$ cat src/rtl/ifetch_tl_arbiter_if.sv
// TL-UH bundle for the instruction-side arbiter: two requester links
// (packed [1:0], index = requester number) plus the single shared master link.
// The arbiter attaches through the master modport; the requesters and the
// downstream fabric attach through the slave modport.
interface ifetch_tl_arbiter_if;
    // Requester A channels
    logic [1:0][2:0]  req_a_opcode;
    logic [1:0][2:0]  req_a_param;
    logic [1:0][3:0]  req_a_size;
    logic [1:0][31:0] req_a_address;
    logic [1:0][3:0]  req_a_mask;
    logic [1:0][31:0] req_a_data;
    logic [1:0]       req_a_corrupt;
    logic [1:0]       req_a_valid;
    logic [1:0]       req_a_ready;
    // Requester D channels (payload shared by both requesters)
    logic [1:0]       req_d_valid;
    logic [1:0]       req_d_ready;
    logic [2:0]       req_d_opcode;
    logic [1:0]       req_d_param;
    logic [3:0]       req_d_size;
    logic             req_d_denied;
    logic [31:0]      req_d_data;
    logic             req_d_corrupt;
    // Master A channel
    logic [2:0]       m_a_opcode;
    logic [2:0]       m_a_param;
    logic [3:0]       m_a_size;
    logic [31:0]      m_a_address;
    logic [3:0]       m_a_mask;
    logic [31:0]      m_a_data;
    logic             m_a_corrupt;
    logic             m_a_valid;
    logic             m_a_ready;
    // Master D channel
    logic [2:0]       m_d_opcode;
    logic [1:0]       m_d_param;
    logic [3:0]       m_d_size;
    logic             m_d_denied;
    logic [31:0]      m_d_data;
    logic             m_d_corrupt;
    logic             m_d_valid;
    logic             m_d_ready;

    modport master (
        input  req_a_opcode, req_a_param, req_a_size, req_a_address,
               req_a_mask, req_a_data, req_a_corrupt, req_a_valid,
        output req_a_ready,
        output req_d_valid,
        input  req_d_ready,
        output req_d_opcode, req_d_param, req_d_size, req_d_denied,
               req_d_data, req_d_corrupt,
        output m_a_opcode, m_a_param, m_a_size, m_a_address, m_a_mask,
               m_a_data, m_a_corrupt, m_a_valid,
        input  m_a_ready,
        input  m_d_opcode, m_d_param, m_d_size, m_d_denied, m_d_data,
               m_d_corrupt, m_d_valid,
        output m_d_ready
    );

    modport slave (
        output req_a_opcode, req_a_param, req_a_size, req_a_address,
               req_a_mask, req_a_data, req_a_corrupt, req_a_valid,
        input  req_a_ready,
        input  req_d_valid,
        output req_d_ready,
        input  req_d_opcode, req_d_param, req_d_size, req_d_denied,
               req_d_data, req_d_corrupt,
        input  m_a_opcode, m_a_param, m_a_size, m_a_address, m_a_mask,
               m_a_data, m_a_corrupt, m_a_valid,
        output m_a_ready,
        output m_d_opcode, m_d_param, m_d_size, m_d_denied, m_d_data,
               m_d_corrupt, m_d_valid,
        input  m_d_ready
    );
endinterface

$ cat src/rtl/ifetch_tl_arbiter.sv
// Two-requester arbiter for the frontend's TL-UH instruction master port.
// One transaction in flight at a time: arbitrate A, forward it to the master,
// then steer every D beat to the owner until the response is complete.
// Requester 0 = icache refill/flush engine, requester 1 = next-line prefetcher.
module ifetch_tl_arbiter #(
    parameter int MAX_SIZE   = 6,
    parameter bit FIXED_PRIO = 1'b0
) (
    input  logic                 core_clock_i,
    input  logic                 core_reset_ni,
    ifetch_tl_arbiter_if.master  tl,
    output logic [1:0]           grant_o,
    output logic                 busy_o
);

    localparam logic [2:0] OP_GET     = 3'd4;
    localparam logic [3:0] MAX_SIZE_L = 4'(MAX_SIZE);

    typedef enum logic [1:0] {
        ST_IDLE = 2'd0,
        ST_ADDR = 2'd1,
        ST_RESP = 2'd2
    } state_t;

    state_t     state_r;
    logic [1:0] grant_r;
    logic       busy_r;
    logic       last_owner_r;
    logic [4:0] beats_left_r;

    logic       gidx_s;
    logic       win_s;
    logic       a_fire_s;
    logic       d_fire_s;

    // Number of 32-bit D beats a request produces. Only a Get of more than a
    // word is a burst; sizes beyond MAX_SIZE are illegal and collapse to one
    // beat so the counter can never wrap.
    function automatic logic [4:0] beat_count(input logic [2:0] op, input logic [3:0] sz);
        logic [4:0] n;
        if ((op == OP_GET) && (sz > 4'd2) && (sz <= MAX_SIZE_L)) begin
            n = 5'd1 << (sz - 4'd2);
        end else begin
            n = 5'd1;
        end
        return n;
    endfunction

    assign gidx_s   = grant_r[1];
    assign a_fire_s = (state_r == ST_ADDR) && tl.req_a_valid[gidx_s] && tl.m_a_ready;
    assign d_fire_s = (state_r == ST_RESP) && tl.m_d_valid && tl.req_d_ready[gidx_s];

    // A payload always follows the granted requester; only valid is gated.
    assign tl.m_a_opcode  = tl.req_a_opcode[gidx_s];
    assign tl.m_a_param   = tl.req_a_param[gidx_s];
    assign tl.m_a_size    = tl.req_a_size[gidx_s];
    assign tl.m_a_address = tl.req_a_address[gidx_s];
    assign tl.m_a_mask    = tl.req_a_mask[gidx_s];
    assign tl.m_a_data    = tl.req_a_data[gidx_s];
    assign tl.m_a_corrupt = tl.req_a_corrupt[gidx_s];

    // D payload is broadcast; req_d_valid decides who actually sees a beat.
    assign tl.req_d_opcode  = tl.m_d_opcode;
    assign tl.req_d_param   = tl.m_d_param;
    assign tl.req_d_size    = tl.m_d_size;
    assign tl.req_d_denied  = tl.m_d_denied;
    assign tl.req_d_data    = tl.m_d_data;
    assign tl.req_d_corrupt = tl.m_d_corrupt;

    assign grant_o = grant_r;
    assign busy_o  = busy_r;

    // Winner selection: fixed priority to r0, or round-robin away from the last owner.
    always_comb begin
        win_s = 1'b0;
        if (FIXED_PRIO) begin
            win_s = tl.req_a_valid[0] ? 1'b0 : 1'b1;
        end else if (&tl.req_a_valid) begin
            win_s = ~last_owner_r;
        end else begin
            win_s = tl.req_a_valid[1];
        end
    end

    // Handshake steering: A only in ADDR, D only in RESP, always to the owner.
    always_comb begin
        tl.m_a_valid   = 1'b0;
        tl.req_a_ready = 2'b00;
        tl.m_d_ready   = 1'b0;
        tl.req_d_valid = 2'b00;
        case (state_r)
            ST_ADDR: begin
                tl.m_a_valid           = tl.req_a_valid[gidx_s];
                tl.req_a_ready[gidx_s] = tl.m_a_ready;
            end
            ST_RESP: begin
                tl.m_d_ready           = tl.req_d_ready[gidx_s];
                tl.req_d_valid[gidx_s] = tl.m_d_valid;
            end
            default: begin
                tl.m_a_valid = 1'b0;
            end
        endcase
    end

    // Transaction FSM with registered grant/busy, beat counter and RR pointer.
    always_ff @(posedge core_clock_i or negedge core_reset_ni) begin
        if (!core_reset_ni) begin
            state_r      <= ST_IDLE;
            grant_r      <= 2'b00;
            busy_r       <= 1'b0;
            last_owner_r <= 1'b1;
            beats_left_r <= 5'd0;
        end else begin
            case (state_r)
                ST_IDLE: begin
                    if (|tl.req_a_valid) begin
                        grant_r <= win_s ? 2'b10 : 2'b01;
                        busy_r  <= 1'b1;
                        state_r <= ST_ADDR;
                    end
                end
                ST_ADDR: begin
                    if (a_fire_s) begin
                        beats_left_r <= beat_count(tl.req_a_opcode[gidx_s], tl.req_a_size[gidx_s]);
                        state_r      <= ST_RESP;
                    end
                end
                ST_RESP: begin
                    if (d_fire_s) begin
                        if (beats_left_r == 5'd1) begin
                            state_r      <= ST_IDLE;
                            grant_r      <= 2'b00;
                            busy_r       <= 1'b0;
                            last_owner_r <= gidx_s;
                            beats_left_r <= 5'd0;
                        end else begin
                            beats_left_r <= beats_left_r - 5'd1;
                        end
                    end
                end
                default: begin
                    state_r      <= ST_IDLE;
                    grant_r      <= 2'b00;
                    busy_r       <= 1'b0;
                    beats_left_r <= 5'd0;
                end
            endcase
        end
    end

endmodule
$ cat src/flat_wrapper.sv
// flat-port wrapper written by rule: the top's interface ports become plain ports
module ifetch_tl_arbiter_flat 
#(
    parameter int MAX_SIZE   = 6,
    parameter bit FIXED_PRIO = 1'b0
)
  (core_clock_i, core_reset_ni, grant_o, busy_o, tl_req_a_opcode, tl_req_a_param, tl_req_a_size, tl_req_a_address, tl_req_a_mask, tl_req_a_data, tl_req_a_corrupt, tl_req_a_valid, tl_req_a_ready, tl_req_d_valid, tl_req_d_ready, tl_req_d_opcode, tl_req_d_param, tl_req_d_size, tl_req_d_denied, tl_req_d_data, tl_req_d_corrupt, tl_m_a_opcode, tl_m_a_param, tl_m_a_size, tl_m_a_address, tl_m_a_mask, tl_m_a_data, tl_m_a_corrupt, tl_m_a_valid, tl_m_a_ready, tl_m_d_opcode, tl_m_d_param, tl_m_d_size, tl_m_d_denied, tl_m_d_data, tl_m_d_corrupt, tl_m_d_valid, tl_m_d_ready);
  ifetch_tl_arbiter_if tl_i ();
  input  logic core_clock_i;
  input  logic core_reset_ni;
  output logic [1:0] grant_o;
  output logic busy_o;
  input wire logic [$bits(tl_i.req_a_opcode)-1:0] tl_req_a_opcode;
  input wire logic [$bits(tl_i.req_a_param)-1:0] tl_req_a_param;
  input wire logic [$bits(tl_i.req_a_size)-1:0] tl_req_a_size;
  input wire logic [$bits(tl_i.req_a_address)-1:0] tl_req_a_address;
  input wire logic [$bits(tl_i.req_a_mask)-1:0] tl_req_a_mask;
  input wire logic [$bits(tl_i.req_a_data)-1:0] tl_req_a_data;
  input wire logic [$bits(tl_i.req_a_corrupt)-1:0] tl_req_a_corrupt;
  input wire logic [$bits(tl_i.req_a_valid)-1:0] tl_req_a_valid;
  output wire logic [$bits(tl_i.req_a_ready)-1:0] tl_req_a_ready;
  output wire logic [$bits(tl_i.req_d_valid)-1:0] tl_req_d_valid;
  input wire logic [$bits(tl_i.req_d_ready)-1:0] tl_req_d_ready;
  output wire logic [$bits(tl_i.req_d_opcode)-1:0] tl_req_d_opcode;
  output wire logic [$bits(tl_i.req_d_param)-1:0] tl_req_d_param;
  output wire logic [$bits(tl_i.req_d_size)-1:0] tl_req_d_size;
  output wire logic [$bits(tl_i.req_d_denied)-1:0] tl_req_d_denied;
  output wire logic [$bits(tl_i.req_d_data)-1:0] tl_req_d_data;
  output wire logic [$bits(tl_i.req_d_corrupt)-1:0] tl_req_d_corrupt;
  output wire logic [$bits(tl_i.m_a_opcode)-1:0] tl_m_a_opcode;
  output wire logic [$bits(tl_i.m_a_param)-1:0] tl_m_a_param;
  output wire logic [$bits(tl_i.m_a_size)-1:0] tl_m_a_size;
  output wire logic [$bits(tl_i.m_a_address)-1:0] tl_m_a_address;
  output wire logic [$bits(tl_i.m_a_mask)-1:0] tl_m_a_mask;
  output wire logic [$bits(tl_i.m_a_data)-1:0] tl_m_a_data;
  output wire logic [$bits(tl_i.m_a_corrupt)-1:0] tl_m_a_corrupt;
  output wire logic [$bits(tl_i.m_a_valid)-1:0] tl_m_a_valid;
  input wire logic [$bits(tl_i.m_a_ready)-1:0] tl_m_a_ready;
  input wire logic [$bits(tl_i.m_d_opcode)-1:0] tl_m_d_opcode;
  input wire logic [$bits(tl_i.m_d_param)-1:0] tl_m_d_param;
  input wire logic [$bits(tl_i.m_d_size)-1:0] tl_m_d_size;
  input wire logic [$bits(tl_i.m_d_denied)-1:0] tl_m_d_denied;
  input wire logic [$bits(tl_i.m_d_data)-1:0] tl_m_d_data;
  input wire logic [$bits(tl_i.m_d_corrupt)-1:0] tl_m_d_corrupt;
  input wire logic [$bits(tl_i.m_d_valid)-1:0] tl_m_d_valid;
  output wire logic [$bits(tl_i.m_d_ready)-1:0] tl_m_d_ready;
  assign tl_i.req_a_opcode = tl_req_a_opcode;
  assign tl_i.req_a_param = tl_req_a_param;
  assign tl_i.req_a_size = tl_req_a_size;
  assign tl_i.req_a_address = tl_req_a_address;
  assign tl_i.req_a_mask = tl_req_a_mask;
  assign tl_i.req_a_data = tl_req_a_data;
  assign tl_i.req_a_corrupt = tl_req_a_corrupt;
  assign tl_i.req_a_valid = tl_req_a_valid;
  assign tl_req_a_ready = tl_i.req_a_ready;
  assign tl_req_d_valid = tl_i.req_d_valid;
  assign tl_i.req_d_ready = tl_req_d_ready;
  assign tl_req_d_opcode = tl_i.req_d_opcode;
  assign tl_req_d_param = tl_i.req_d_param;
  assign tl_req_d_size = tl_i.req_d_size;
  assign tl_req_d_denied = tl_i.req_d_denied;
  assign tl_req_d_data = tl_i.req_d_data;
  assign tl_req_d_corrupt = tl_i.req_d_corrupt;
  assign tl_m_a_opcode = tl_i.m_a_opcode;
  assign tl_m_a_param = tl_i.m_a_param;
  assign tl_m_a_size = tl_i.m_a_size;
  assign tl_m_a_address = tl_i.m_a_address;
  assign tl_m_a_mask = tl_i.m_a_mask;
  assign tl_m_a_data = tl_i.m_a_data;
  assign tl_m_a_corrupt = tl_i.m_a_corrupt;
  assign tl_m_a_valid = tl_i.m_a_valid;
  assign tl_i.m_a_ready = tl_m_a_ready;
  assign tl_i.m_d_opcode = tl_m_d_opcode;
  assign tl_i.m_d_param = tl_m_d_param;
  assign tl_i.m_d_size = tl_m_d_size;
  assign tl_i.m_d_denied = tl_m_d_denied;
  assign tl_i.m_d_data = tl_m_d_data;
  assign tl_i.m_d_corrupt = tl_m_d_corrupt;
  assign tl_i.m_d_valid = tl_m_d_valid;
  assign tl_m_d_ready = tl_i.m_d_ready;
  ifetch_tl_arbiter #(.MAX_SIZE(MAX_SIZE), .FIXED_PRIO(FIXED_PRIO)) u_core (.core_clock_i(core_clock_i), .core_reset_ni(core_reset_ni), .tl(tl_i), .grant_o(grant_o), .busy_o(busy_o));
endmodule
$ cat config.mk
export PLATFORM = sky130hd
export DESIGN_NAME = ifetch_tl_arbiter_flat
export DESIGN_NICKNAME = d
export VERILOG_FILES = /design/src/rtl/ifetch_tl_arbiter_if.sv /design/src/rtl/ifetch_tl_arbiter.sv /design/src/flat_wrapper.sv
export SDC_FILE = /design/constraint.sdc
export NUM_CORES = 1
export LEC_CHECK = 0
export ABC_AREA = 1
export BUFFER_PORTS_ARGS = -buffer_cell sky130_fd_sc_hd__buf_2
export CAP_MARGIN = 25
export CORE_AREA = 4 4 131 133
export DETAILED_ROUTE_END_ITERATION = 6
export DIE_AREA = 0 0 135 137
export GPL_TIMING_DRIVEN = 0
export REMOVE_ABC_BUFFERS = 1
export SLEW_MARGIN = 20
export SYNTH_ARGS = -nofsm -noshare
export SYNTH_HDL_FRONTEND = slang
export SYNTH_SLANG_ARGS = --single-unit
$ cat constraint.sdc
create_clock -name core_clock_i -period 1.65 [get_ports core_clock_i]
set_input_delay 0.33 -clock core_clock_i [delete_from_list [all_inputs] [get_ports core_clock_i]]
set_output_delay 0.33 -clock core_clock_i [all_outputs]
set_load 0.01 [all_outputs]
## Yosys cells after proc, flatten, opt, wreduce, memory -nomap -nowiden

Index checks and enable logic that the tools add are counted.

| cells by class | value |
|---|---|
| add/sub/neg operators | 2 |
| multipliers | 0 |
| div/mod/pow operators | 0 |
| $lt $le $gt $ge | 4 |
| equality and inequality tests | 8 |
| shift operators | 1 |
| mux-type cells | 42 |
| bitwise operators | 5 |
| reductions and logical operators | 14 |

Operators with widths:

| kind | number |
|---|---|
| $mux 32 | 4 |
| $mux 5 | 4 |
| $mux 2 | 8 |
| $mux 4 | 4 |
| $pmux 5 s3 | 1 |
| $mux 1 | 13 |
| $mux 3 | 4 |
| $pmux 2 s3 | 2 |
| $reduce_and 4->1 | 2 |
| $logic_and 1x1->1 | 7 |
| $ne 2x1->1 const B | 3 |
| $reduce_and 3->1 | 2 |
| $eq 5x1->1 const B | 1 |
| $shl 1x4->5 const A | 1 |
| $sub 5x1->5 const B | 1 |
| $and 2x2->2 | 2 |
| $gt 4x2->1 const B | 1 |
| $le 4x3->1 const B | 1 |
| $sub 4x2->4 const B | 1 |
| $eq 3x3->1 const B | 1 |
| $not 1->1 | 3 |
| $pmux 1 s3 | 1 |
| $eq 2x1->1 const B | 1 |
| $eq 2x2->1 const B | 1 |
| other kinds (7) | 7 |

| word-level totals | value |
|---|---|
| register bits after elaboration | 11 |
| latch bits | 0 |
| memory bits (writable) | 0 |
| bits in read-only memories | 0 |
| bits of input ports | 209 |
| logic and storage cells | 81 |
| memories | 0 |

## Logic depth before layout (Yosys ltp)

Gate-level depths: netlist of run 1.

| depth | value |
|---|---|
| depth in word-level cells | 8 |
| gate-level depth with buffers | 14 |
| depth with buffers taken out | 13 |

## Worst setup path before layout of run 1

No wires, ideal clock.

| path | value |
|---|---|
| path kind | flip-flop to flip-flop |
| start | register u_core.grant_r[1], in the netlist u_core.grant_o[1] |
| end | register u_core.beats_left_r[2] |
| data arrival time | 1.668 ns |
| data required time | 1.585 ns |
| slack | -0.083 ns |
| stages on the path, launching flop included | 15 |
| buffers on the path | 1 |
| clock period less this slack | 1.733 ns |
| path through | dfrtp_1 inv_2 buf_6 nand2_1 nand2_2 inv_2 ha_1 nand2_1 nor2_1 nand2_1 nor2_1 nand3_1 o21ai_1 nand2_1 nand2_1 |

| on the way | value |
|---|---|
| cells in the longest elaborated chain, start to end | 8 |
| elaborated cells between the ends (all ways) | 24 |

Ends and longest elaborated chain:

| what | line | text |
|---|---|---|
| from (decl) | ifetch_tl_arbiter.sv:26 | `logic [1:0] grant_r;` |
| from (signal assigned) | ifetch_tl_arbiter.sv:118 | `grant_r <= win_s ? 2'b10 : 2'b01;` |
| $mux 4 (*) (2 in a row) | -- |  |
| named net tl_m_a_size[2] | flat_wrapper.sv:32 | `output wire logic [$bits(tl_i.m_a_size)-1:0] tl_m_a_size;` |
| $gt 4x2->1 | ifetch_tl_arbiter.sv:41 | `if ((op == OP_GET) && (sz > 4'd2) && (sz <= MAX_SIZE_L)) begin` |
| $logic_and 1x1->1 (2 in a row) | ifetch_tl_arbiter.sv:41 |  |
| $mux 5 (*) | ifetch_tl_arbiter.sv:41 |  |
| $mux 5 (*) | ifetch_tl_arbiter.sv:124 | `if (a_fire_s) begin` |
| $pmux 5 s3 (*) | ifetch_tl_arbiter.sv:115 | `case (state_r)` |
| to (signal assigned) | ifetch_tl_arbiter.sv:125 | `beats_left_r <= beat_count(tl.req_a_opcode[gidx_s], tl.req_a_size[gidx_s]);` |
| to (signal assigned) | ifetch_tl_arbiter.sv:138 | `beats_left_r <= beats_left_r - 5'd1;` |
| to (decl) | ifetch_tl_arbiter.sv:29 | `logic [4:0] beats_left_r;` |

The timed path passes the listed nets; every way through them passes the cells marked *. The select of a mux whose other input is x is not followed.
A chain may end at the register's enable or synchronous reset.

## Worst setup path in the final report of run 1

| path | value |
|---|---|
| start | register u_core.grant_r[1], in the netlist u_core.grant_o[1] |
| end | output tl_m_a_address[10] |

| on the way | value |
|---|---|
| cells in the longest elaborated chain, start to end | 2 |

Ends and longest elaborated chain:

| what | line | text |
|---|---|---|
| $mux 32 (implied by the code) (2 in a row) | ifetch_tl_arbiter.sv:57 | `assign tl.m_a_address = tl.req_a_address[gidx_s];` |
| to (decl) | flat_wrapper.sv:33 | `output wire logic [$bits(tl_i.m_a_address)-1:0] tl_m_a_address;` |

Every way passes these cells. The select of a mux whose other input is x is not followed.

==> flow_results.org, run 1 <==
** Clock tree
- TritonCTS built the clock tree.
- Clock transition at the register clock pins on the worst setup and hold paths after CTS :: 0.04 ns
- Number of clock sinks seen by CTS :: 11
- Later-pin clock latency in the skew report :: between 0.2 and 0.25 ns
- The clock passes through at most 2 buffers.
- CTS built an H-tree with a depth of 1.
- Root Driver :: clkbuf_16
- In this run, CTS created clock tree buffers numbering 3.

** Synth
- By area, the combinational part of the netlist is dominated by simple AND/OR/NAND/NOR gates.
- Yosys attributes the largest share of cell area to nand2_1 (47%), buf_4 (15%), dfrtp_1 (11%), inv_1 (4.0%), ha_1 (3.9%).
- Summing the areas of all and, or, nand and nor instances in the mapped netlist gives between 50% and 60% of the synthesized area.
- Number of cells produced by synthesis :: 439
- Yosys mapped a number of flops with a built-in enable equal to 0.
- In the synthesized netlist the dominant register cell turns out to be dfrtp_1.
- Synthesis inferred 11 register bits.
- For this run, asynchronously set or reset flops after synthesis account for 100%.
- Fraction of the mapped netlist area in compound gates :: 2.92%
- Seq/Total Area, Yosys :: 12.4%
- Avg Cell Area, Syn :: 5.07 sq um
- Netlist cell types :: 29
- Summed over all instances, the cell type with the most area after synthesis is nand2_1.
- Area share of the largest cell type after synthesis :: 46.5%
- Xor and xnor fraction of the mapped netlist area :: less than 1%
- Mux share of post-synthesis cell area :: 0%
- The cell area that synthesis handed to floorplanning was about 2200 sq um.
- The synthesized netlist devotes ~4% of its cell area to adder and majority cells.
- Yosys warning total :: 0

** Worst setup path
- Of all nets on the critical path, the largest fanout is 7.
- Crit start category :: flop
- STA classifies the critical path endpoint as an output pin.
- On the worst path, the slowest cell contributes a delay of 0.57 ns.
- For the worst setup path, the data required time is approximately 1.3 ns.
- Cells traversed along the worst timing path :: buf_6 > buf_12 > buf_12 > nand2_1 > nand2_1 > buf_2
- Crit-path slowest cell :: dfrtp_4
- Data arrives at the worst endpoint at 1.62 ns.
- The worst setup path is of the reg2out kind.

** Floorplan
- Number of standard-cell rows in the floorplan :: 46
- The initial utilization of the core area, before any placement, comes to between 10% and 20%.
- The die covers 18500 sq um.
- The floorplan step set the die width to around 140 um.
- From bottom edge to top edge, the die measures 137 um.
- Core ar. :: around 16000 sq um
- Number of ports placed on the die boundary :: 340

** Placement
- Summed over all nets, the half-perimeter wirelength after detailed placement is roughly 17000 um.
- Cell area after placement :: 3380 sq um
- In this run the tool buffered the top-level ports with 253 buffer cells.
- Pre-CTS worst setup slack :: -1.11 ns
- Final Wtd Congestion :: approximately 0.91

** Timing
- Worst slew pin tran :: 0.299 ns
- Final setup vio count :: 95
- For this run, the top clock speed supported by timing is between 500 and 600 MHz.
- The number of pins exceeding their max-slew limit in the final report was 0.
- In the finished design, the share of the clock period the worst path needs comes to 118%.
- Final hold viol count :: 0
- The worst pin sits at a relative slew slack of 80.0%.
- Clock Skew :: around 0.0027 ns
- Setup repair after global routing could not meet its margin everywhere.
- Minimum period implied by the final worst setup slack :: 1.95 ns
- Across all setup checks in the final design, the least slack found is -0.299 ns.

** Pwr
- Registers are responsible for a little over 9% of the overall power.
- The clock network is responsible for 7.9% of the overall power.
- Switching part of the total :: 51.9%
- Highest ir drop seen on vdd :: 1.06 mV
- Power density over the cells :: 1250 nW/um^2
- Cell-internal power :: 2.71 mW
- Power spent charging and discharging nets :: 2.92 mW
- Part of the total power dissipated in combinational logic :: between 80 and 90%
- For this design the static power due to leakage is 2.67 nW.

** Outcome
- The run finished, with violations left.
- Failing checks :: negative setup slack

** Drt
- DR WL/cell :: 25.0 um
- Vias per cell :: 4.15
- Total via count in the routed design :: 3675
- After detailed routing, the number of remaining DRC violations is 0.
- The detail route stage leaves a number of antenna-violating nets equal to 0.
- First-iteration detailed-routing DRC count :: 209
- The final layout contains routed wiring with a total length of 22100 um.
- Initial DRT Pass Iterations :: 4

** Worst hold path
- The path class of the tightest hold or removal check is in2reg.

** Cells and area
- Once layout is done, the placed cells without fillers occupy 4480 sq um.
- In the final layout, the share of cells above drive strength 1 is 56.1%.
- Ant diodes :: 0
- Relative to the synthesized area, the layout overhead comes to 101%.
- At the end of the flow, the number of nets in the layout was slightly below 900.

** Global routing
- First-pass GRT wire length :: 26500 um
- Global routing consumed, over all layers together, 21.2% of the routing resources.
- Number of global-route vias before repair :: 3435
- The total overflow left after global routing is 0.
- Entering global routing, the biggest net connects 43 pins.
- The initial antenna violation count is 2.

** Flow run
- Max-cap violations in this run came to 0.
==> registers in the layout, indices dropped and copies added (netlist names) <==
register,flops
u_core.grant_o,2
u_core.beats_left_r,5
u_core.state_r,2
u_core.busy_o,1
u_core.last_owner_r,1
==> cells in the mapped netlist, drive strengths merged (2+ instances only) <==
master	count
a21oi	4
buf	56
clkbuf	5
dfrtp	10
ha	7
inv	26
nand2	281
nand3	7
nand4	6
nor2	20
nor3	4
o21ai	6
or2	2
==> final cells by class <==
cell class	count	area [sq um]
Sequential cell	11	280
Timing Repair inverter	6	96.3
Fill cell	1720	11300
Clock buffer	4	78.8
Timing Repair Buffer	281	1830
Tap cell	216	270
Inverter	26	119
Multi-Input combinational cell	341	1800
==> power by group through the flow <==
stage	combinational (mW)	clock, mW	sequential [mW]
2_1_floorplan	1.67	0	0.564
3_3_place_gp	2.84	0	0.634
3_5_place_dp	2.93	0	0.537
4_1_cts	4.13	0.457	0.514
5_1_grt	5.05	0.474	0.528
6_report	4.67	0.445	0.510
==> worst paths after layout <==
check	end	from	cells after the start	slack, ns
max	tl_m_a_address[10]	u_core.grant_o[1]$_DFFE_PN0P_	6	-0.30
min	u_core.grant_o[1]$_DFFE_PN0P_	tl_req_a_valid[0]	4	0.43
max reg2reg	u_core.beats_left_r[2]$_DFFE_PN0P_	u_core.grant_o[1]$_DFFE_PN0P_	13	-0.22
min reg2reg	u_core.beats_left_r[4]$_DFFE_PN0P_	u_core.beats_left_r[4]$_DFFE_PN0P_	2	0.50
max in group asynchronous	u_core.last_owner_r$_DFFE_PN1P_	core_reset_ni	2	0.90
min in group asynchronous	u_core.busy_o$_DFFE_PN0P_	core_reset_ni	2	0.48
==> worst max-delay path: cells and delay by family (launching register included) <==
kind | cells | cell delay (ns)
buf+inv | 4 | 0.64
flops | 1 | 0.57
simple gates | 2 | 0.13
==> cell families (layout without fill, tap and decap cells) <==
family          Yosys count  after routing
simple gates            321            321
xor+xnor                  2              2
flops                    11             11
fa+ha+maj                 7              7
buf+inv                  87            317
compound gates           11             11
==> metrics by stage <==
stage	cells	hold slack (ns)	utilization (%)	TNS, ns	total power, mW
final	885	0.428	28.3	-18.02	5.62
after floorplan	378	0.0344	-	-144.99	2.24
after global routing	885	0.457	28.3	-23.73	6.05
after CTS	878	0.428	25.8	-19.90	5.10
after detailed placement	848	0.216	21.3	-39.16	3.47
after global placement	847	0.212	21.2	-286.05	3.47
==> layer usage <==
metal / track usage, % / part of all wire [%]
met1: 16.7 / 27
met2: 41.0 / 52
met3: 14.7 / 17
met4: 6.83 / 4.6
met5: 1.11 / 0.095
==> repair_timing <==
item / CTS / global route
buffers inserted: 18 / 6
hold buffers: 1 / 0
gates cloned: 7 / 4
hold endpoints to repair: 10 / 0
pin swaps: 14 / 21
setup endpoints to repair: 96 / 96
resized for setup: 95 / 85
==> cell usage in the layout (no fill, tap or decap), types with 3 or more instances in the layout <==
| cell | netlist | layout |
|---|---|---|
| nand2_4 | 0 | 28 |
| clkbuf_16 | 0 | 4 |
| buf_16 | 0 | 5 |
| ha_1 | 7 | 4 |
| inv_1 | 24 | 21 |
| buf_2 | 7 | 230 |
| a21oi_1 | 3 | 3 |
| nor2_4 | 1 | 3 |
| nand2_2 | 5 | 31 |
| dfrtp_1 | 10 | 9 |
| nand4_1 | 6 | 6 |
| buf_12 | 0 | 3 |
| o21ai_1 | 1 | 5 |
| buf_6 | 1 | 34 |
| nor2_2 | 2 | 5 |
| nor2_1 | 17 | 12 |
| nand3_1 | 6 | 4 |
| buf_4 | 44 | 5 |
| nor3_1 | 4 | 3 |
| inv_8 | 0 | 3 |
| nand2_1 | 276 | 222 |
No activity file was read; power rests on OpenSTA's default activity.
==> inputs of run 2 (changes only) <==
==> constraint.sdc (replaced) <==
create_clock -name core_clock_i -period 1.65 [get_ports core_clock_i]
set_input_delay 0.4125 -clock core_clock_i [delete_from_list [all_inputs] [get_ports core_clock_i]]
set_output_delay 0.4125 -clock core_clock_i [all_outputs]
set_load 0.01 [all_outputs]
==> flow_results.org, run 2 (same netlist as run 1, synthesis figures left out) <==
** Cells and area
- Ant diodes :: 0 (unchanged)
- Share of the core filled with cells :: 30.1% (+1.8 points)
- Register name with the most flops :: u_core.beats_left_r
- Compared with the post-synthesis result, the final layout area differs by 114%.
- The share of cells above drive strength 1 came to 60.4% (+4.4 points).
- The library cell used most frequently in the layout, excluding fill and tap cells, is buf_2.
- Net count reported at finish :: 889 (+0.34%)
- In the layout the commonest cells are buf_2 (222), nand2_1 (195), nand2_4 (45).
- The number of flip-flops under the largest register name is 5 (unchanged).

** Global routing
- The combined global-route utilization of all metal layers is 22.2% (+0.99 points).
- The largest net degree at the start of global routing was 22 (-49%).
- First-pass GRT wire length :: 27700 um (+4.3%)
- The total overflow reported by the global router came to 0 (unchanged).
- Number of global-route vias before repair :: 3516 (+2.4%)
- Initial antenna violation count :: 2 (unchanged)

** Worst setup path
- FF-to-FF End :: u_core.beats_left_r[1]$_DFFE_PN0P_
- Setup slack, reg-to-reg :: -0.22 ns (about the same)
- The setup path with the least slack is of type reg2out.
- The worst setup path is captured at an output pin.
- Critical register-to-register path startpoint :: u_core.grant_o[1]$_DFFE_PN0P_
- The worst setup path is launched from a flop.
- Number of cells on the worst reg-to-reg path :: 14 (+1)
- The largest fanout on the critical path is 5 (-2).
- The critical path required time was 1.24 ns (-0.08 ns).
- Endpoint arrival time on the critical path :: 1.50 ns (-0.12 ns)

** Placement
- The number of I/O port buffers is 253 (unchanged).
- Final Wtd Congestion :: 0.911 (unchanged)
- Detailed-placement wirelength estimate :: 16900 um (unchanged)

** Clock tree
- CTS placed an instance of clkbuf_16 at the clock tree root.
- Number of clock sinks seen by CTS :: 11 (unchanged)
- Clock transition at the register clock pins on the worst setup and hold paths after CTS :: 0.04 ns (about the same)
- Buffer depth of the longest clock path :: 2 (unchanged)
- The number of levels the H-tree was split into was 1 (unchanged).
- Clock buffers created by TritonCTS :: 3 (unchanged)
- The clock insertion delay at the later pin of the skew report was 0.24 ns (about the same).
- Clock tree from TritonCTS :: yes
- The hold buffer count at CTS was 0 (-1).

** Outcome
- Result of the run :: complete, but fails checks
- The final reports fail on negative setup slack.

** Timing
- The share of the clock period used by the worst path after layout came to 116% (-2.2 points).
- Minimum period implied by the final worst setup slack :: 1.91 ns (-0.0364 ns)
- The final worst hold slack came to 0.0397 ns (-0.388 ns).
- The highest clock rate came to 523 MHz (+1.9%).
- Min setup slack post-route :: -0.262 ns (+0.0364 ns)
- The measured slew at the worst slew-check pin came to 0.291 ns (-0.00787 ns).
- Max Slew Vio Count :: 0 (unchanged)
- The worst slew margin relative to its limit came to 80.5% (+0.53 points).
- The clock tree skew after final layout came to 0.00119 ns (-0.00155 ns).
- Setup repair after global routing could not meet its margin everywhere.
- The final-report setup violation count is 96 (+1.1%).
- Final hold viol count :: 0 (unchanged)

** Drt
- The count of antenna-violating nets left after detailed routing was 0 (unchanged).
- The routed wire length came to 22300 um (+0.94%).
- The wire length per cell after detailed routing is 25.2 um (+0.59%).
- First-iteration detailed-routing DRC count :: 151 (-28%)
- The length of the first detailed-routing pass in iterations is 4 (unchanged).
- Detailed-route DRC error count :: 0 (unchanged)
- The per-cell via count in the routed design is 4.20 (+1.1%).
- The via count is 3729 (+1.5%).

** Floorplan
- Starting utilization of the core area :: 14.1% (unchanged)
- Number of standard-cell rows in the floorplan :: 46 (unchanged)
- The height of the die came to 137 um (unchanged).
- The horizontal die dimension is 135 um (unchanged).
- The area of the die came to 18500 sq um (unchanged).
- The I/O pin count was 340 (unchanged).
- Core ar. :: 15800 sq um (unchanged)

** Pwr
- The standby leakage power is 2.84 nW (+6.6%).
- Highest ir drop seen on vdd :: 1.02 mV (-3.9%)
- Relative contribution of sequential cells to total power :: 8.1% (-1.0 points)
- Power density over the cells :: 1260 nW/um^2 (+0.29%)
- Switching part of the total :: 51.2% (-0.67 points)
- The internal power is 2.92 mW (+8.0%).
- Power spent charging and discharging nets :: 3.07 mW (+5.2%)
- The relative contribution of combinational cells to total power came to 84.4% (+1.4 points).
- The clock share of power is 7.5% (-0.4 points).

** Flow run
- Max-cap check violation count :: 0 (unchanged)

** Worst hold path
- The path class of the tightest hold or removal check is in2async.
## run 2: final cells by class
cell class	instances	area, sq um
timing repair buffer	285	1960
clock buffer	4	78.8
tap	216	270
fill	1688	11100
sequential	11	280
inverter	26	116
multi-input combinational	341	1950
timing repair inverter	5	101
## run 2: per-stage QoR
stage / cells / setup TNS, ns / worst slack, ns / cell area, sq um / total power, mW
after floorplan: 378 / -152.08 / -2.14 / 1820 / 2.24
after global placement: 847 / -293.14 / -3.67 / 3350 / 3.47
after detailed placement: 848 / -46.02 / -1.11 / 3380 / 3.47
after CTS: 885 / -23.15 / -0.283 / 4470 / 5.63
after global routing: 888 / -25.05 / -0.342 / 4760 / 6.40
final: 888 / -19.47 / -0.262 / 4760 / 5.99
## run 2: how the worst max path moves through the flow
stage,slack (ns),from,endpoint,cells past startpoint
4_1_cts,-0.28,u_core.grant_o[1]$_DFFE_PN0P_,tl_m_a_size[2],6
5_1_grt,-0.34,u_core.grant_o[1]$_DFFE_PN0P_,u_core.grant_o[1]$_DFFE_PN0P_,10
2_1_floorplan,-2.14,u_core.grant_o[1]$_DFFE_PN0P_,u_core.beats_left_r[0]$_DFFE_PN0P_,12
3_3_place_gp,-3.67,u_core.grant_o[1]$_DFFE_PN0P_,u_core.beats_left_r[1]$_DFFE_PN0P_,13
3_5_place_dp,-1.11,u_core.grant_o[1]$_DFFE_PN0P_,u_core.beats_left_r[2]$_DFFE_PN0P_,13
6_report,-0.26,u_core.grant_o[1]$_DFFE_PN0P_,tl_m_a_valid,6
## run 2: worst max-delay path, cell delays in order (launching register included)
cell     delay [ns]
dfrtp_4        0.52
buf_12         0.15
buf_16         0.14
buf_6          0.12
nand2_4        0.05
and3_4         0.17
buf_6          0.10
## run 2: timing repair
action                     CTS  global route
pin swaps                   25            33
gates resized for setup    174            58
cloned                      10             1
buffers inserted            23             4
setup endpoints to repair   97            97
## run 2: layer usage
layer  vias up  track usage (%)  wire length (um)  part of all wire [%]
met5         -             1.11                21                 0.094
met1      1638             17.9              6180                    28
met4         4             8.12              1040                   4.7
met3        30             15.4              3680                    16
met2       303             42.0             11400                    51
li1       1754                -                 -                     -
## run 2: power by group through the flow
stage | Combinational, mW | Clock, mW | Sequential (mW)
floorplan | 1.67 | 0 | 0.564
global placement | 2.84 | 0 | 0.634
detailed placement | 2.93 | 0 | 0.537
CTS | 4.68 | 0.457 | 0.491
global route | 5.43 | 0.474 | 0.503
finish | 5.06 | 0.447 | 0.485
==> inputs of run 3 (changes only) <==
- SETUP_SLACK_MARGIN: unset -> 0.02
==> flow_results.org, run 3 (same netlist as run 1, synthesis figures left out) <==
** Timing
- Max Slew Vio Count :: 0 (unchanged)
- Achievable frequency :: 523 MHz (about the same)
- Min setup slack post-route :: -0.264 ns (-0.00146 ns)
- Clock Skew :: 0.00126 ns (+0.0000717 ns)
- Minimum period implied by the final worst setup slack :: 1.91 ns (+0.00146 ns)
- Final Cycle Share :: 116% (about the same)
- Worst slew pin tran :: 0.311 ns (+0.0202 ns)
- The final-report setup violation count is 96 (unchanged).
- RSZ-0062 raised after global routing :: true
- The final number of hold-violating endpoints was 0 (unchanged).
- The worst slew margin relative to its limit is 79.2% (-1.4 points).

** Worst setup path
- Cells traversed along the worst timing path :: buf_12 > buf_16 > buf_6 > nand2_4 > and3_4 > buf_6
- Stage delay of the slowest cell on the critical path :: 0.52 ns (about the same)
- In this design, the critical path's most frequently occurring cell is buf_6.
- Critical register-to-register path startpoint :: u_core.grant_o[1]$_DFFE_PN0P_
- Setup slack, reg-to-reg :: -0.23 ns (about the same)
- The depth of the worst register-to-register path is 9 (-5).
- First element of the critical path :: u_core.grant_o[1]$_DFFE_PN0P_
- STA classifies the critical path startpoint as a flop.
- Endpoint arrival time on the critical path :: 1.50 ns (about the same)
- The critical path in this run is classified as reg2out.
- STA classifies the critical path endpoint as an output pin.
- FF-to-FF End :: u_core.state_r[1]$_DFFE_PN0P_
- The critical path required time was 1.24 ns (about the same).
- Crit-path slowest cell :: dfrtp_4
- The largest fanout on the critical path came to 5 (unchanged).

** Global routing
- The wire length of the first global-routing pass was 27700 um (+0.13%).
- The combined global-route utilization of all metal layers is 22.2% (about the same).
- Sum of overflow across all layers after global routing :: 0 (unchanged)
- Initial antenna violation count :: 2 (unchanged)
- The largest net degree at the start of global routing came to 22 (unchanged).
- The number of global-route vias before repair was 3522 (+0.17%).

** Placement
- Final Wtd Congestion :: 0.911 (unchanged)
- The number of I/O port buffers came to 253 (unchanged).
- The post-placement worst setup slack was -1.11 ns (unchanged).
- The number of placed cells counting well taps is 848 (unchanged).
- The total half-perimeter wirelength after legalization and detailed placement is 16900 um (unchanged).

** Cells and area
- The net count of the finished layout is 889 (unchanged).
- The share of cells above drive strength 1 came to 60.6% (+0.15 points).
- The number of flip-flops under the largest register name is 5 (unchanged).
- Fill cell total of the finished layout :: 1685 (-0.18%)
- Most frequent standard cell in the layout excluding fill and tap cells :: buf_2
- Layout Cells excl Fill :: 888 (unchanged)
- Register name with the most flops :: u_core.beats_left_r
- Compared with the post-synthesis result, the final layout area differs by 114%.
- The final core utilization was 30.1% (+0.063 points).
- Commonest cells after routing, fill and taps aside :: buf_2 (222), nand2_1 (195), nand2_4 (45)
- The number of inserted diodes was 0 (unchanged).

** Drt
- The count of antenna-violating nets left after detailed routing was 0 (unchanged).
- First-iteration detailed-routing DRC count :: 148 (-2.0%)
- The length of the first detailed-routing pass in iterations is 5 (+1).
- Total via count in the routed design :: 3744 (+0.40%)
- The routed wire length came to 22400 um (+0.10%).
- Vias per cell :: 4.22 (+0.40%)
- The residual DRC count came to 0 (unchanged).
- The wire length per cell after detailed routing was 25.2 um (+0.10%).

** Clock tree
- Clock buffers created by TritonCTS :: 3 (unchanged)
- Buffer depth of the longest clock path :: 2 (unchanged)
- The clock transition time at the flip-flop clock pins of the worst setup and hold paths is 0.04 ns (about the same).
- Later-pin clock latency in the skew report :: 0.24 ns (about the same)
- TritonCTS built the clock tree.
- The number of sinks handled by clock tree synthesis came to 11 (unchanged).
- Number of buffers inserted for hold repair after clock tree synthesis :: 0 (unchanged)
- The number of levels the H-tree was split into was 1 (unchanged).
- Root Driver :: clkbuf_16

** Floorplan
- Core ar. :: 15800 sq um (unchanged)
- Die extent in x :: 135 um (unchanged)
- Total Die Area :: 18500 sq um (unchanged)
- Number of standard-cell rows in the floorplan :: 46 (unchanged)
- Starting utilization of the core area :: 14.1% (unchanged)
- Die H :: 137 um (unchanged)
- The I/O pin count is 340 (unchanged).

** Flow run
- The number of max-cap violations is 0 (unchanged).

** Pwr
- Tot Pwr :: 6.01 mW (+0.39%)
- Highest ir drop seen on vdd :: 1.02 mV (+0.89%)
- The standby leakage power was 2.85 nW (about the same).
- Power density over the cells :: 1260 nW/um^2 (+0.18%)

** Outcome
- The flow ran to the end, but the final reports show violations.
- Failing checks :: negative setup slack

** Worst hold path
- The tightest min-delay check is of the in2async type.
==> run 3: report_power, final <==
part | switching (mW) | internal, mW | total, mW
logic | 2.86 | 2.22 | 5.08
registers | 0.104 | 0.385 | 0.490
clock network | 0.120 | 0.325 | 0.445
==> run 3: final cells by class <==
cell class / count / area (sq um) / area share [%]
flip-flops and latches: 11 / 280 / 5.88
inverters: 26 / 116 / 2.44
clock buffers: 4 / 78.8 / 1.65
repair inverters: 5 / 101 / 2.12
multi-input cells: 341 / 1960 / 41.2
well taps: 216 / 270 / 5.67
repair buffers: 285 / 1960 / 41.1
==> run 3: how the worst max path moves through the flow <==
stage and end:
6_report tl_m_a_valid, 5_1_grt u_core.grant_o[1]$_DFFE_PN0P_, 3_5_place_dp u_core.beats_left_r[2]$_DFFE_PN0P_, 4_1_cts tl_m_a_size[2], 3_3_place_gp u_core.beats_left_r[1]$_DFFE_PN0P_, 2_1_floorplan u_core.beats_left_r[0]$_DFFE_PN0P_
==> run 3: repair_timing <==
| action | in CTS | in global routing |
|---|---|---|
| buffers inserted | 23 | 4 |
| endpoints found under the hold margin | 0 | 0 |
| pin swaps | 25 | 33 |
| gates resized for setup | 176 | 58 |
| gates cloned | 10 | 1 |
| setup endpoints to repair | 97 | 97 |
==> run 3: metal layers <==
layer  track usage [%]  up-vias  part of all wire (%)
met1              17.9     1641                    28
met4              8.12        4                   4.8
met3              15.4       30                    16
met2              42.0      317                    51
met5              1.11        -                 0.094
li1                  -     1752                     -
==> run 3: critical path, delay by kind of cell, from the launching register on <==
kind	cells	cell delay (ns)
DFF	1	0.52
buffers and inverters	4	0.51
and+or+nand+nor	2	0.22
==> run 3: metrics by stage <==
stage	hold slack, ns	TNS [ns]	instance area, sq um
2_1_floorplan	0.117	-152.08	1820
3_3_place_gp	0.294	-293.14	3350
3_5_place_dp	0.298	-46.02	3380
4_1_cts	0.0437	-23.15	4480
5_1_grt	0.0535	-25.04	4770
6_report	0.0442	-19.58	4770
